**config.mk**
```make
export PLATFORM = sky130hd
export DESIGN_NAME = wb_block_reader
export DESIGN_NICKNAME = d
export VERILOG_FILES = /design/src/rtl/wb_block_reader.sv
export SDC_FILE = /design/constraint.sdc
export NUM_CORES = 1
export LEC_CHECK = 0
export CAP_MARGIN = 20
export CELL_PAD_IN_SITES_DETAIL_PLACEMENT = 1
export CELL_PAD_IN_SITES_GLOBAL_PLACEMENT = 1
export CORE_AREA = 2 2 193 195
export CTS_CLUSTER_DIAMETER = 80
export CTS_CLUSTER_SIZE = 12
export DETAILED_ROUTE_END_ITERATION = 8
export DIE_AREA = 0 0 195 197
export PLACE_DENSITY_LB_ADDON = 0.1
export REMOVE_ABC_BUFFERS = 1
export SYNTH_ARGS = -nofsm -noshare
export SYNTH_HDL_FRONTEND = slang
export SYNTH_SLANG_ARGS = --single-unit
```
**constraint.sdc**
```tcl
create_clock -name clk -period 6.46 [get_ports clk]
set_clock_uncertainty 0.15 [all_clocks]
set_input_delay 1.615 -clock clk [delete_from_list [all_inputs] [get_ports clk]]
set_output_delay 1.615 -clock clk [all_outputs]
set_load 0.03 [all_outputs]
```
**src/rtl/wb_block_reader.sv**
```systemverilog
// wb_block_reader: Wishbone pipelined block reader streaming words out as AXI-Stream with tlast.
module wb_block_reader #(
  parameter int CFGAW = 32,
  parameter int CFGDW = 32,
  parameter int LENW = 16,
  parameter int FIFO_DEPTH = 4
) (
  input  logic             clk,
  input  logic             rst,
  input  logic             start,
  input  logic [CFGAW-1:0] base_addr,
  input  logic [LENW-1:0]  length,
  output logic             busy,
  output logic             done,
  output logic             cyc_o,
  output logic             stb_o,
  output logic             we_o,
  output logic [CFGAW-1:0] addr_o,
  output logic [CFGDW-1:0] data_o,
  input  logic             ack_i,
  input  logic             stall_i,
  input  logic [CFGDW-1:0] data_i,
  output logic [CFGDW-1:0] m_axis_tdata,
  output logic             m_axis_tvalid,
  input  logic             m_axis_tready,
  output logic             m_axis_tlast
);
  localparam int AW = $clog2(FIFO_DEPTH);
  localparam logic [1:0] IDLE = 2'd0, READ = 2'd1, DRAIN = 2'd2;
  logic [1:0] state_q, state_d;
  logic [LENW-1:0] len_q, issued_q, received_q, sent_q;
  logic [CFGAW-1:0] addr_q;
  logic done_q;
  logic [CFGDW-1:0] mem_q [FIFO_DEPTH];
  logic [AW-1:0] wr_q, rd_q;
  logic [AW:0] cnt_q;
  logic [LENW:0] credit;
  logic idle_start, accept, push, pop, last_ack, last_pop;
  // Outstanding reads plus buffered words must fit the FIFO before another read issues.
  assign credit = (LENW+1)'(issued_q - received_q) + (LENW+1)'(cnt_q);
  assign idle_start = state_q == IDLE && start;
  assign cyc_o = state_q == READ;
  assign stb_o = cyc_o && issued_q != len_q && credit < (LENW+1)'(FIFO_DEPTH);
  assign accept = stb_o && !stall_i;
  assign push = ack_i && cyc_o && received_q != issued_q;
  assign pop = m_axis_tvalid && m_axis_tready;
  assign last_ack = push && (received_q + LENW'(1)) == len_q;
  assign last_pop = pop && m_axis_tlast;
  assign busy = state_q != IDLE;
  assign done = done_q;
  assign we_o = 1'b0;
  assign data_o = '0;
  assign addr_o = addr_q;
  assign m_axis_tvalid = cnt_q != '0;
  assign m_axis_tdata = mem_q[rd_q];
  assign m_axis_tlast = m_axis_tvalid && sent_q == len_q - LENW'(1);
  always_comb begin
    state_d = state_q == IDLE  ? ((start && length != '0) ? READ : IDLE) :
              state_q == READ  ? (last_ack ? DRAIN : READ) :
              state_q == DRAIN ? (last_pop ? IDLE : DRAIN) : IDLE;
  end
  always_ff @(posedge clk) begin
    if (rst) begin
      state_q <= IDLE;
      done_q <= 1'b0;
      len_q <= '0;
      issued_q <= '0;
      received_q <= '0;
      sent_q <= '0;
      addr_q <= '0;
      wr_q <= '0;
      rd_q <= '0;
      cnt_q <= '0;
    end else begin
      state_q <= state_d;
      done_q <= (idle_start && length == '0) || last_pop;
      if (idle_start) begin
        len_q <= length;
        addr_q <= base_addr;
        issued_q <= '0;
        received_q <= '0;
        sent_q <= '0;
      end else begin
        if (accept) begin
          addr_q <= addr_q + CFGAW'(1);
          issued_q <= issued_q + LENW'(1);
        end
        if (push) received_q <= received_q + LENW'(1);
        if (pop) sent_q <= sent_q + LENW'(1);
      end
      if (push) wr_q <= wr_q + AW'(1);
      if (pop) rd_q <= rd_q + AW'(1);
      cnt_q <= cnt_q + (AW+1)'(push) - (AW+1)'(pop);
    end
  end
  always_ff @(posedge clk) begin
    if (push) mem_q[wr_q] <= data_i;
  end
endmodule

```
; After elaboration in Yosys (flattened, before gate mapping)
; Memory sizes are Yosys's and may differ from the RTL's. A register that Yosys moved wholly into a read port is not among the register bits.
; Index checks and enable logic that the tools add are counted.
[totals]
out_inout_bits = 103
mem_count = 1
regBits = 106
input_bits = 86
ram_bits = 128
[memory_table]
columns = name, depth, word_bits, read_ports, rd_ports_with_merged_regs, write_ports, line
row1 = mem_q, 4, 32, 1, 1, 1, 34  ; logic [CFGDW-1:0] mem_q [FIFO_DEPTH];
[classes]
eq_ne = 6
magnitude_cmp = 1
n_reduce_logical = 21
n_addsub = 11
n_mux = 12
[op_table]
columns = cell, n
row1 = two-way mux 32 bit, 2
row2 = "adder 16 x 1 -> 16 bit, second input constant", 3
row3 = "adder 32 x 1 -> 32 bit, second input constant", 1
row4 = == test 16 bit, 2
row5 = inequality test 16 bit, 2
row6 = adder 17 x 3 -> 17 bit, 1
row7 = "< comparator 17 x 3 -> 1 bit, second input constant", 1
row8 = subtractor 16 x 16 -> 17 bit, 1
row9 = zero test 16 bit, 1
row10 = nonzero test 16 bit, 1
row11 = "subtractor 16 x 1 -> 16 bit, second input constant", 1
row12 = two-way mux 2 bit, 7
row13 = logical AND 1 bit, 12
row14 = "adder 2 x 1 -> 2 bit, second input constant", 2
row15 = nonzero test 2 bit, 2
row16 = adder 3 x 1 -> 3 bit, 1
row17 = two-way mux 1 bit, 3
row18 = nonzero test 3 bit, 1
row19 = subtractor 3 x 1 -> 3 bit, 1
row20 = "== test 2 x 1 -> 1 bit, second input constant", 1
row21 = "== test 2 bit, second input constant", 1
row22 = zero test 2 bit, 1
row23 = OR reduction 2 bit, 1
row24 = zero test 1 bit, 1
row25 = logical OR 1 bit, 1

; Logic depth before layout (Yosys ltp)
[logic_depth]
depth_word = 8
ltp_mapped = 15
mapped_depth_nobuf = 14

; Worst setup path after synthesis
; No wires, ideal clock.
[synth_path]
kind = reg2out
startpoint = register received_q[7]
endpoint = output port stb_o
path_slack_ns = 0.872
path_buffers = 4
arrival_time_ns = 3.823
required_time_ns = 4.695
path_stages_with_launch = 15
cell_sequence = dfxtp_1 -> inv_1 -> ha_1 -> ha_1 -> buf_2 -> and4_1 -> a2111oi_0 -> o32ai_2 -> mux2i_1 -> or4_1 -> buf_2 -> or4b_1 -> buf_2 -> clkbuf_1 -> inv_1
[synth_via]
elab_chain_cells = 4
[synth_lines]
columns = item, line
row1 = start: declaration, 31  ; logic [LENW-1:0] len_q, issued_q, received_q, sent_q;
row2 = start signal: assignment, 88  ; if (push) received_q <= received_q + LENW'(1);
row3 = subtractor 16 x 16 -> 17 bit, 40  ; assign credit = (LENW+1)'(issued_q - received_q) + (LENW+1)'(cnt_q);
row4 = adder 17 x 3 -> 17 bit, 40
row5 = < comparator 17 x 3 -> 1 bit, 43  ; assign stb_o = cyc_o && issued_q != len_q && credit < (LENW+1)'(FIFO_DEPTH);
row6 = logical AND 1 bit, 43
row7 = end: declaration, 16  ; output logic stb_o,
; Every way passes these cells.

; Worst setup path after layout
; Same ends and word-level chain as after synthesis.

==> results.md <==
- Fin Setup TNS: 0 ps
- Clock latency on the worst-skew pair: 520 ps
- Routed vias: 9,475
- Clk root buf: clkbuf_16
- Max Slew Vio Count: 0
- Net Sw Frac: 0.3150
- DRC viols: 0
- Adder-cell share of the synthesized area: 0.04652
- Crit Path Class: register to output port
- Beginning of the worst register-to-register path: received_q[7]$_SDFFE_PP0P_
- Combinational family with the most area after synthesis: simple AND/OR/NAND/NOR gates
- Worst-path clk slew: 70 ps
- TritonCTS clock tree: built
- Initial DRC count: 323
- Peak VDD IR: 118.7 uV
- Leading area contributor after synthesis: edfxtp_1
- Die W: 195 um
- Largest net degree at the start of global routing: 69
- GRT Overall Usage: 0.1708
- CP Data Required Time: 4700 ps
- Synth Area in Compound Gates: 0.08042
- Drt via density: 5.175
- Post-synthesis mux area share: 0.08449
- Period utilization: 0.9527
- Post-Synth XOR/XNOR Area: 0.06402
- Row Count: 70
- Clock buffer depth: 3
- Worst Hold Class: register to register
- Worst Hold Margin: 372.5 ps
- Share of the synthesized area in the top cell type: 0.3054
- Slew HR: 0.4649
- Max cap viols: 0
- CP arrival: 4390 ps
- CP max FO: 9
- First-pass GRT wire length: 52,970 um
- R2R depth: 12
- Most used DFF post-synth: edfxtp_1
- Clock share of power: 0.309
- Nets: 1,478
- CP endpoint kind: output port
- Fmax: 162.5 MHz
- Syn Area/Cell: 10.42 sq um
- Number of synthesized flops with an enable pin: 128
- Async set-reset flop share out of synthesis: 0
- IO Port Bufs: 155
- Total power: 0.004286 W
- Sink Count: 236
- Leading post-synthesis cells by cell area: edfxtp_1 (31%), dfxtp_1 (17%), mux4_2 (5.7%)
- Grt ovf: 0
- Pre-antenna DRT Iters: 4
- Most frequent cells after synthesis: edfxtp_1 (128), dfxtp_1 (108), nand2_1 (107), nor2_1 (96), a21oi_1 (55)
- Final hold viol count: 0
- Sequential-to-total area share from yosys stat: 0.4771
- Dpl hpwl: 24,100 um
- Initial Util: 0.3471
- Core Box Area: 36,260 sq um
- Flops & latches, synth: 236
- N_diodes: 0
- Status: completed
- Setup ws final: 305.5 ps
- Internal: 0.002936 W
- Most frequent cell after synthesis: edfxtp_1
- Crit path launch type: register
- Die area: 38,420 sq um
- R2R Setup Slk: 1790 ps
- Vias in the first global route: 9,702
- Part of the power in registers: 0.402
- Comb pwr share: 0.289
- PD cells: 280.3 nW/um^2
- Layout cell share with drive strength beyond 1: 0.07850
- Area grow syn2layout: 21.48%
- Post-Route WL: 33,440 um
- Hold path cells: 2
- Synth unique cells: 65
- Pre-CTS WS: 313.5 ps
- Actual slew at the worst max-slew pin: 799.8 ps
- Net Switching: 0.001350 W
- Leak: 5.441 nW
- CTS Buf Count: 24
- Reg-to-Reg End: addr_o[6]$_SDFFE_PP0P_
- Final GP Congestion: 0.7746
- RSZ-0062 raised after global routing: false
- Top Ports: 189
- Yosys Warn Count: 0
- Setup crit start: received_q[7]$_SDFFE_PP0P_
- Simple-gate portion of the synthesized area: 0.1909
- Post-route cell area: 15,290 sq um
- H-Tree Depth: 1
- Tmin final: 6154 ps
- Final setup fails: 0
- Critical Path End: stb_o
- Initial antenna violation count: 0
- Routed Antenna Nets: 0
- Area of placed instances: 14,560 sq um
- Die Y: 197 um
- WL per Instance: 18.26 um
- Gate Count Post-Synth: 1,208
- Syn Std Cell Area: 12,590 sq um
[state kept, by name (all words and copies together) (netlist names), named ones only]
register,flops
issued_q,16
sent_q,16
received_q,16
addr_o,32
len_q,16
rd_q,2
cnt_q,3
mem_q,128
done,1
state_q,2
wr_q,2
[worst min-delay path by stage]
stage | slack [ps] | start | to
after floorplan | 320 | issued_q[15]$_SDFFE_PP0P_ | issued_q[15]$_SDFFE_PP0P_
after global placement | 340 | issued_q[15]$_SDFFE_PP0P_ | issued_q[15]$_SDFFE_PP0P_
after detailed placement | 370 | issued_q[15]$_SDFFE_PP0P_ | issued_q[15]$_SDFFE_PP0P_
after CTS | 380 | issued_q[15]$_SDFFE_PP0P_ | issued_q[15]$_SDFFE_PP0P_
after global routing | 410 | issued_q[15]$_SDFFE_PP0P_ | issued_q[15]$_SDFFE_PP0P_
final | 370 | issued_q[15]$_SDFFE_PP0P_ | issued_q[15]$_SDFFE_PP0P_
[critical path, stage by stage, from the launching register on]
cell and delay [ps]:
dfxtp_1 430, inv_1 130, ha_1 320, ha_1 400, and4_1 260, a2111oi_2 390, o32ai_2 200, mux2i_1 150
or4_1 600, or4b_1 530, inv_1 80, dlygate4sd2_1 390
[power groups by stage]
stage | Combinational (W) | Clock (W) | Sequential, W
after floorplan | 0.000730 | 0 | 0.00181
after CTS | 0.00126 | 0.00137 | 0.00173
final | 0.00124 | 0.00132 | 0.00172
after global routing | 0.00134 | 0.00144 | 0.00173
after detailed placement | 0.00125 | 0 | 0.00176
after global placement | 0.00123 | 0 | 0.00176
[logic make-up after synthesis]
| family | Yosys count |
|---|---|
| fa+ha+maj | 45 |
| mux | 66 |
| other cells | 1 |
| flops | 236 |
| xor+xnor | 92 |
| compound gates | 152 |
| simple gates | 463 |
| buf+inv | 153 |
[metrics by stage]
step,utilization,std cells
after floorplan,-,1139
final,0.4217,1831
after global placement,0.4012,1788
after detailed placement,0.4015,1789
after global routing,0.4217,1831
after CTS,0.4217,1831
[layout make-up]
class                   count  area [sq um]
repair buffers            182          1752
multi-input cells         851          6025
flip-flops and latches    236          6007
fillers                  4021         20970
clock buffers              40         713.2
clock inverters             2         13.76
inverters                  52         195.2
well taps                 468         585.6
[what timing repair did]
| item | 4_1_cts | 5_1_grt |
|---|---|---|
| endpoints found under the hold margin | 0 | 0 |
| gates resized for setup | 3 | 0 |
| setup endpoints to repair | 1 | 0 |
| hold buffers | 0 | 0 |
| buffers inserted | 0 | 0 |
[metal layers]
| metal | routed length (um) | share of wire | global-route usage |
|---|---|---|---|
| met1 | 15560 | 0.47 | 0.2263 |
| met2 | 15900 | 0.48 | 0.2962 |
| met3 | 1423 | 0.043 | 0.02584 |
| met4 | 559 | 0.017 | 0.03647 |
| met5 | 0 | 0 | 0 |
[cell usage in the layout (no fill, tap or decap), types with 11 or more instances in the layout]
cell type / count
nor3_1: 34
o21ai_0: 18
mux2i_1: 32
nor4_1: 39
and3_1: 21
dfxtp_1: 107
nand3_1: 36
ha_1: 42
nand2b_1: 11
mux4_2: 32
clkbuf_16: 26
a21oi_1: 55
nand2_1: 106
nand4_1: 24
clkdlybuf4s50_1: 153
or3_1: 18
buf_4: 26
conb_1: 33
xor2_1: 41
xnor2_1: 51
clkbuf_1: 13
edfxtp_1: 128
inv_1: 52
nor2_1: 96
and2_1: 14
nor3b_1: 24
(Power assumes the default switching activity.)
